## src/rtl/tdm_demux_1_8.sv

```systemverilog
// tdm_demux_1_8 -- receive end of an 8-slot TDM link.
//
// One beat per slot arrives on Data_In. A sync marker on a valid beat marks
// slot 0. A HUNT/LOCKED FSM acquires alignment and drops back to HUNT if the
// marker is missing where slot 0 is expected. Accepted beats are registered
// onto the channel selected by the slot counter, one cycle later.
//
// Ports
//   Clock_In, Reset_N_In        clock, async active-low reset
//   Enable_In                   0 = ignore inputs, hold all state
//   Data_Valid_In, Frame_Sync_In, Data_In   incoming beat and slot-0 marker
//   Data_0_Out..Data_7_Out      last beat captured per slot (held)
//   Channel_Valid_Out[7:0]      one-hot (or zero) strobe for the updated channel
//   Frame_Done_Out              pulse when slot 7 is captured
//   Slot_Out                    slot expected for the next accepted beat
//   Locked_Out                  FSM is LOCKED
//   Sync_Error_Out              pulse on an alignment violation

// Per-channel output register with its update strobe.
module tdm_demux_1_8_lane #(
   parameter int DATA_WIDTH = 1
) (
   input  logic                  clk,
   input  logic                  rst_n,
   input  logic                  we,
   input  logic [DATA_WIDTH-1:0] din,
   output logic [DATA_WIDTH-1:0] dout,
   output logic                  vld
);
   always_ff @(posedge clk or negedge rst_n) begin
      if (!rst_n) begin
         dout <= '0;
         vld  <= 1'b0;
      end else begin
         vld <= we;
         if (we) dout <= din;
      end
   end
endmodule

module tdm_demux_1_8 #(
   parameter int DATA_WIDTH = 1
) (
   input  logic                  Clock_In,
   input  logic                  Reset_N_In,
   input  logic                  Enable_In,
   input  logic                  Data_Valid_In,
   input  logic                  Frame_Sync_In,
   input  logic [DATA_WIDTH-1:0] Data_In,
   output logic [DATA_WIDTH-1:0] Data_0_Out,
   output logic [DATA_WIDTH-1:0] Data_1_Out,
   output logic [DATA_WIDTH-1:0] Data_2_Out,
   output logic [DATA_WIDTH-1:0] Data_3_Out,
   output logic [DATA_WIDTH-1:0] Data_4_Out,
   output logic [DATA_WIDTH-1:0] Data_5_Out,
   output logic [DATA_WIDTH-1:0] Data_6_Out,
   output logic [DATA_WIDTH-1:0] Data_7_Out,
   output logic [7:0]            Channel_Valid_Out,
   output logic                  Frame_Done_Out,
   output logic [2:0]            Slot_Out,
   output logic                  Locked_Out,
   output logic                  Sync_Error_Out
);
   localparam int NUM_LANES = 8;

   typedef enum logic {HUNT = 1'b0, LOCKED = 1'b1} state_t;

   state_t     state, state_nxt;
   logic [2:0] slot, slot_nxt;
   logic       cap, done_nxt, err_nxt;
   logic [2:0] cap_ch;
   logic       done_q, err_q;
   logic       accept;

   logic [NUM_LANES-1:0][DATA_WIDTH-1:0] data_q;
   logic [NUM_LANES-1:0]                 chan_vld;

   assign accept = Enable_In & Data_Valid_In;

   always_ff @(posedge Clock_In or negedge Reset_N_In) begin
      if (!Reset_N_In) begin
         state  <= HUNT;
         slot   <= '0;
         done_q <= 1'b0;
         err_q  <= 1'b0;
      end else begin
         state  <= state_nxt;
         slot   <= slot_nxt;
         done_q <= done_nxt;
         err_q  <= err_nxt;
      end
   end

   always_comb begin
      state_nxt = state;
      slot_nxt  = slot;
      cap       = 1'b0;
      cap_ch    = '0;
      done_nxt  = 1'b0;
      err_nxt   = 1'b0;
      if (accept) begin
         unique case (state)
            HUNT: begin
               // Non-marker beats are dropped silently while hunting.
               if (Frame_Sync_In) begin
                  cap       = 1'b1;
                  slot_nxt  = 3'd1;
                  state_nxt = LOCKED;
               end
            end
            LOCKED: begin
               if (slot != 3'd0) begin
                  cap = 1'b1;
                  if (Frame_Sync_In) begin
                     // Early frame start: realign on the new marker, keep lock.
                     err_nxt  = 1'b1;
                     slot_nxt = 3'd1;
                  end else begin
                     cap_ch   = slot;
                     slot_nxt = slot + 3'd1;
                     done_nxt = (slot == 3'd7);
                  end
               end else if (Frame_Sync_In) begin
                  cap      = 1'b1;
                  slot_nxt = 3'd1;
               end else begin
                  // Marker missing at slot 0: alignment lost.
                  err_nxt   = 1'b1;
                  state_nxt = HUNT;
               end
            end
            default: state_nxt = HUNT;
         endcase
      end
   end

   for (genvar k = 0; k < NUM_LANES; k++) begin : g_lane
      tdm_demux_1_8_lane #(.DATA_WIDTH(DATA_WIDTH)) u_lane (
         .clk   (Clock_In),
         .rst_n (Reset_N_In),
         .we    (cap && (cap_ch == 3'(k))),
         .din   (Data_In),
         .dout  (data_q[k]),
         .vld   (chan_vld[k])
      );
   end

   assign Data_0_Out        = data_q[0];
   assign Data_1_Out        = data_q[1];
   assign Data_2_Out        = data_q[2];
   assign Data_3_Out        = data_q[3];
   assign Data_4_Out        = data_q[4];
   assign Data_5_Out        = data_q[5];
   assign Data_6_Out        = data_q[6];
   assign Data_7_Out        = data_q[7];
   assign Channel_Valid_Out = chan_vld;
   assign Frame_Done_Out    = done_q;
   assign Sync_Error_Out    = err_q;
   assign Slot_Out          = slot;
   assign Locked_Out        = (state == LOCKED);
endmodule

```

## config.mk

```make
export PLATFORM = sky130hd
export DESIGN_NAME = tdm_demux_1_8
export DESIGN_NICKNAME = d
export VERILOG_FILES = /design/src/rtl/tdm_demux_1_8.sv
export SDC_FILE = /design/constraint.sdc
export NUM_CORES = 1
export LEC_CHECK = 0
export ABC_AREA = 1
export BUFFER_PORTS_ARGS = -buffer_cell sky130_fd_sc_hd__buf_2
export CORE_AREA = 4 4 52 49
export CTS_CLUSTER_SIZE = 25
export DETAILED_ROUTE_END_ITERATION = 16
export DIE_AREA = 0 0 56 53
export PLACE_DENSITY = 0.75
export SLEW_MARGIN = 0
export SYNTH_ARGS = -nofsm -noshare
export SYNTH_HDL_FRONTEND = slang
export SYNTH_HIERARCHICAL = 1
export SYNTH_SLANG_ARGS = --single-unit
```

## constraint.sdc

```tcl
create_clock -name Clock_In -period 2.7 [get_ports Clock_In]
set_input_delay 0.27 -clock Clock_In [delete_from_list [all_inputs] [get_ports Clock_In]]
set_output_delay 0.27 -clock Clock_In [all_outputs]
set_load 0.02 [all_outputs]
```

==> results.sh <==
export IMPL_start_util_pct=46.6
export IMPL_fp_dieW_um=56
export IMPL_synth_cells=114
export IMPL_slew_headroom_pct=68.0
export IMPL_hold_class="in2reg"
export IMPL_cp_slowest_cell="dfrtp_1"
export IMPL_multiInputGateArea_um2=353
export IMPL_slew_violations=0
export IMPL_design_area_um2=1200
export IMPL_post_route_drc_count=0
export IMPL_diodes=0
export IMPL_r2r_setup_slack_ns=0.80
export IMPL_syn_area_um2=971
export IMPL_ir_drop_v=0.000458
export IMPL_crit_type="reg2reg"
export IMPL_cts_buffers=3
export IMPL_min_delay_path_depth=3
export IMPL_end_kind="flop"
export IMPL_synth_compound_area_share_pct=2.96
export IMPL_num_rows=16
export IMPL_vias=798
export IMPL_clockRootBuffer="clkbuf_4"
export IMPL_required_ns=2.91
export IMPL_crit_arrival_ns=2.11
export IMPL_drt_antenna_violating_nets=0
export IMPL_clkPwrFrac_pct=28.8
export IMPL_htreeDepth=1
export IMPL_layout_common_cells="nand2_1, buf_2, dfrtp_1"
export IMPL_fill_cells=179
export IMPL_cts_path_max_buffers=2
export IMPL_cts_tree="yes"
export IMPL_max_cap_viol_count=0
export IMPL_cp_top_family="simple AND/OR/NAND/NOR gates"
export IMPL_post_route_period_util_pct=70.3
export IMPL_r2r_end="g_lane[7].u_lane/dout"
export IMPL_crit_fanout=5
export IMPL_grt_pass1_wl_um=3330
export IMPL_slowest_delay_ns=0.41
export IMPL_r2r_start="Slot_Out[0]"
export IMPL_min_to="g_lane[2].u_lane/dout"
export IMPL_rsz0062_at_grt="no"
export IMPL_yosysSeqAreaShare_pct=56.7
export IMPL_synth_top_family_by_area="simple AND/OR/NAND/NOR gates"
export IMPL_clock_sinks=22
export IMPL_switching_share_pct=32.6
export IMPL_die_area_um2=2970
export IMPL_path_cells="inv_1, ha_1, nand2_2, inv_1, ha_1, o21ai_2, nand3_2, nor2_1, inv_1, nand2_1, nand2_1"
export IMPL_syn_to_final_growth_pct=23.8
export IMPL_avgViaCountPerCell=4.61
export IMPL_drive_gt1_share_pct=26.7
export IMPL_clkTransAtPathRegs_ns=0.13
export IMPL_finalSetupViolCount=0
export IMPL_fin_skew_ns=0.00226
export IMPL_grt_max_degree=23
export IMPL_yosysWarnings=6
export IMPL_muxShareOfSynthArea_pct=0
export IMPL_grtUsageTotal_pct=14.7
export IMPL_layout_commonest_cell="nand2_1"
export IMPL_comb_power_share_pct=25.9
export IMPL_fin_tns_setup_ns=0
export IMPL_reg2reg_depth=11
export IMPL_p_sw_w=0.000285
export IMPL_ys_ff_latch=22
export IMPL_syn_nets=124
export IMPL_wire_per_inst_um=11.1
export IMPL_die_y_um=53
export IMPL_avgSynthCellArea_um2=8.52
export IMPL_yosysUniqueCellTypes=15
export IMPL_boundaryPins=28
export IMPL_placed_area_um2=1140
export IMPL_clock_latency_ns=0.30
export IMPL_portBuffers=27
export IMPL_finalPower_w=0.000875
export IMPL_hold_viol_final=0
export IMPL_place_congestion=0.804
export IMPL_holdWs_ns=0.248
export IMPL_cp_start_kind="flop"
export IMPL_cp_num_buf_inv=3
export IMPL_worstHoldStart="Data_In"
export IMPL_synth_adder_area_share_pct=5.15
export IMPL_p_seq_share_pct=45.3
export IMPL_p_int_w=0.000590
export IMPL_drt_total_wl_um=1920
export IMPL_cts_setup_buffers=0
export IMPL_seq_area_um2=551
export IMPL_fmax_mhz=527
export IMPL_outcome="finished clean"
export IMPL_pwr_density_cell_nw_per_um2=727
export IMPL_fin_crit_ns=1.90
export IMPL_fin_nets=157
export IMPL_synth_simple_area_share_pct=28.2
export IMPL_cpMostUsedCell="inv_1"
export IMPL_worst_pin_slew_ns=0.480
export IMPL_dp_hpwl_um=1460
export IMPL_drtIter0Drc=16
export IMPL_grt_pass1_vias=797
export IMPL_antenna_found_initial=0
export IMPL_synth_xor_area_share_pct=0
export IMPL_core_um2=2080
export IMPL_dr_pass1_iters=4
export IMPL_p_leak_nw=0.686
export IMPL_grt_ovfl_total=0
==> power by group through the flow <==
| stage | Sequential (W) | Combinational [W] | Clock (W) |
|---|---|---|---|
| after floorplan | 0.000448 | 0.000103 | 0 |
| after global placement | 0.000402 | 0.000221 | 0 |
| after detailed placement | 0.000403 | 0.000226 | 0 |
| after CTS | 0.000397 | 0.000229 | 0.000259 |
| after global routing | 0.000402 | 0.000255 | 0.000273 |
| final | 0.000396 | 0.000227 | 0.000252 |
==> layer usage <==
metal | vias to the layer above | wire [µm] | GRT usage [%]
met5 | - | 0 | 0
met3 | 4 | 79 | 3.41
met4 | 0 | 30 | 9.88
met2 | 19 | 949 | 24.3
li1 | 412 | - | -
met1 | 363 | 858 | 17.2
==> worst min-delay path: stages <==
cell and delay [ns]:
buf_2 0.15, nand2_1 0.07, nand2_1 0.04
==> repair_timing <==
action                                  in CTS  in global routing
resized for setup                            0                  0
endpoints found under the setup margin       0                  0
hold buffers                                 1                  0
hold endpoints to repair                    22                  0
==> logic make-up (layout without fill, tap and decap cells) <==
logic type	Yosys count	in the layout
buffers and inverters	18	50
AOI/OAI and AO/OA	5	5
DFF	22	22
adders and majority gates	4	4
and+or+nand+nor	65	65
==> Yosys cell counts (all sizes together) <==
cell	instances	area [µm²]
a21oi	3	15.0
nand3	9	55.1
inv	18	67.6
dfrtp	22	551
nor2	15	58.8
nand4	1	6.26
nor3	1	5.00
ha	4	50.1
nand2	39	149
o21ai	2	13.8
==> state kept, by name, indices dropped and copies added, names as in the netlist <==
name and count:
Frame_Done_Out 1, Locked_Out 1, Slot_Out 3, Sync_Error_Out 1, g_lane.u_lane/dout 8, g_lane.u_lane/vld 8
==> per-stage QoR <==
stage | util, % | setup slack (ns) | instances
final | 57.8 | 0.801 | 173
after detailed placement | 54.7 | 0.856 | 168
after CTS | 57.8 | 0.834 | 173
after floorplan | - | 0.882 | 114
after global placement | 54.7 | 0.938 | 168
after global routing | 57.8 | 0.606 | 173
==> how the worst max path moves through the flow <==
stage          slack [ns]   startpoint                     to  cells after the start
2_1_floorplan        0.88  Slot_Out[0]  g_lane[3].u_lane/dout                     11
3_3_place_gp         0.94  Slot_Out[0]  g_lane[4].u_lane/dout                     11
3_5_place_dp         0.86  Slot_Out[0]  g_lane[7].u_lane/dout                     11
4_1_cts              0.83  Slot_Out[0]  g_lane[7].u_lane/dout                     11
5_1_grt              0.61  Slot_Out[0]  g_lane[7].u_lane/dout                     11
6_report             0.80  Slot_Out[0]  g_lane[7].u_lane/dout                     11
==> area by class of cell <==
class,count,area share (%)
Sequential cell,22,45.8
Multi-Input combinational cell,74,29.3
Timing Repair Buffer,28,12.1
Inverter,18,5.62
Tap cell,27,2.81
Clock inverter,1,2.50
Clock buffer,3,1.87
Note: power is estimated with default switching activity, not from simulation.
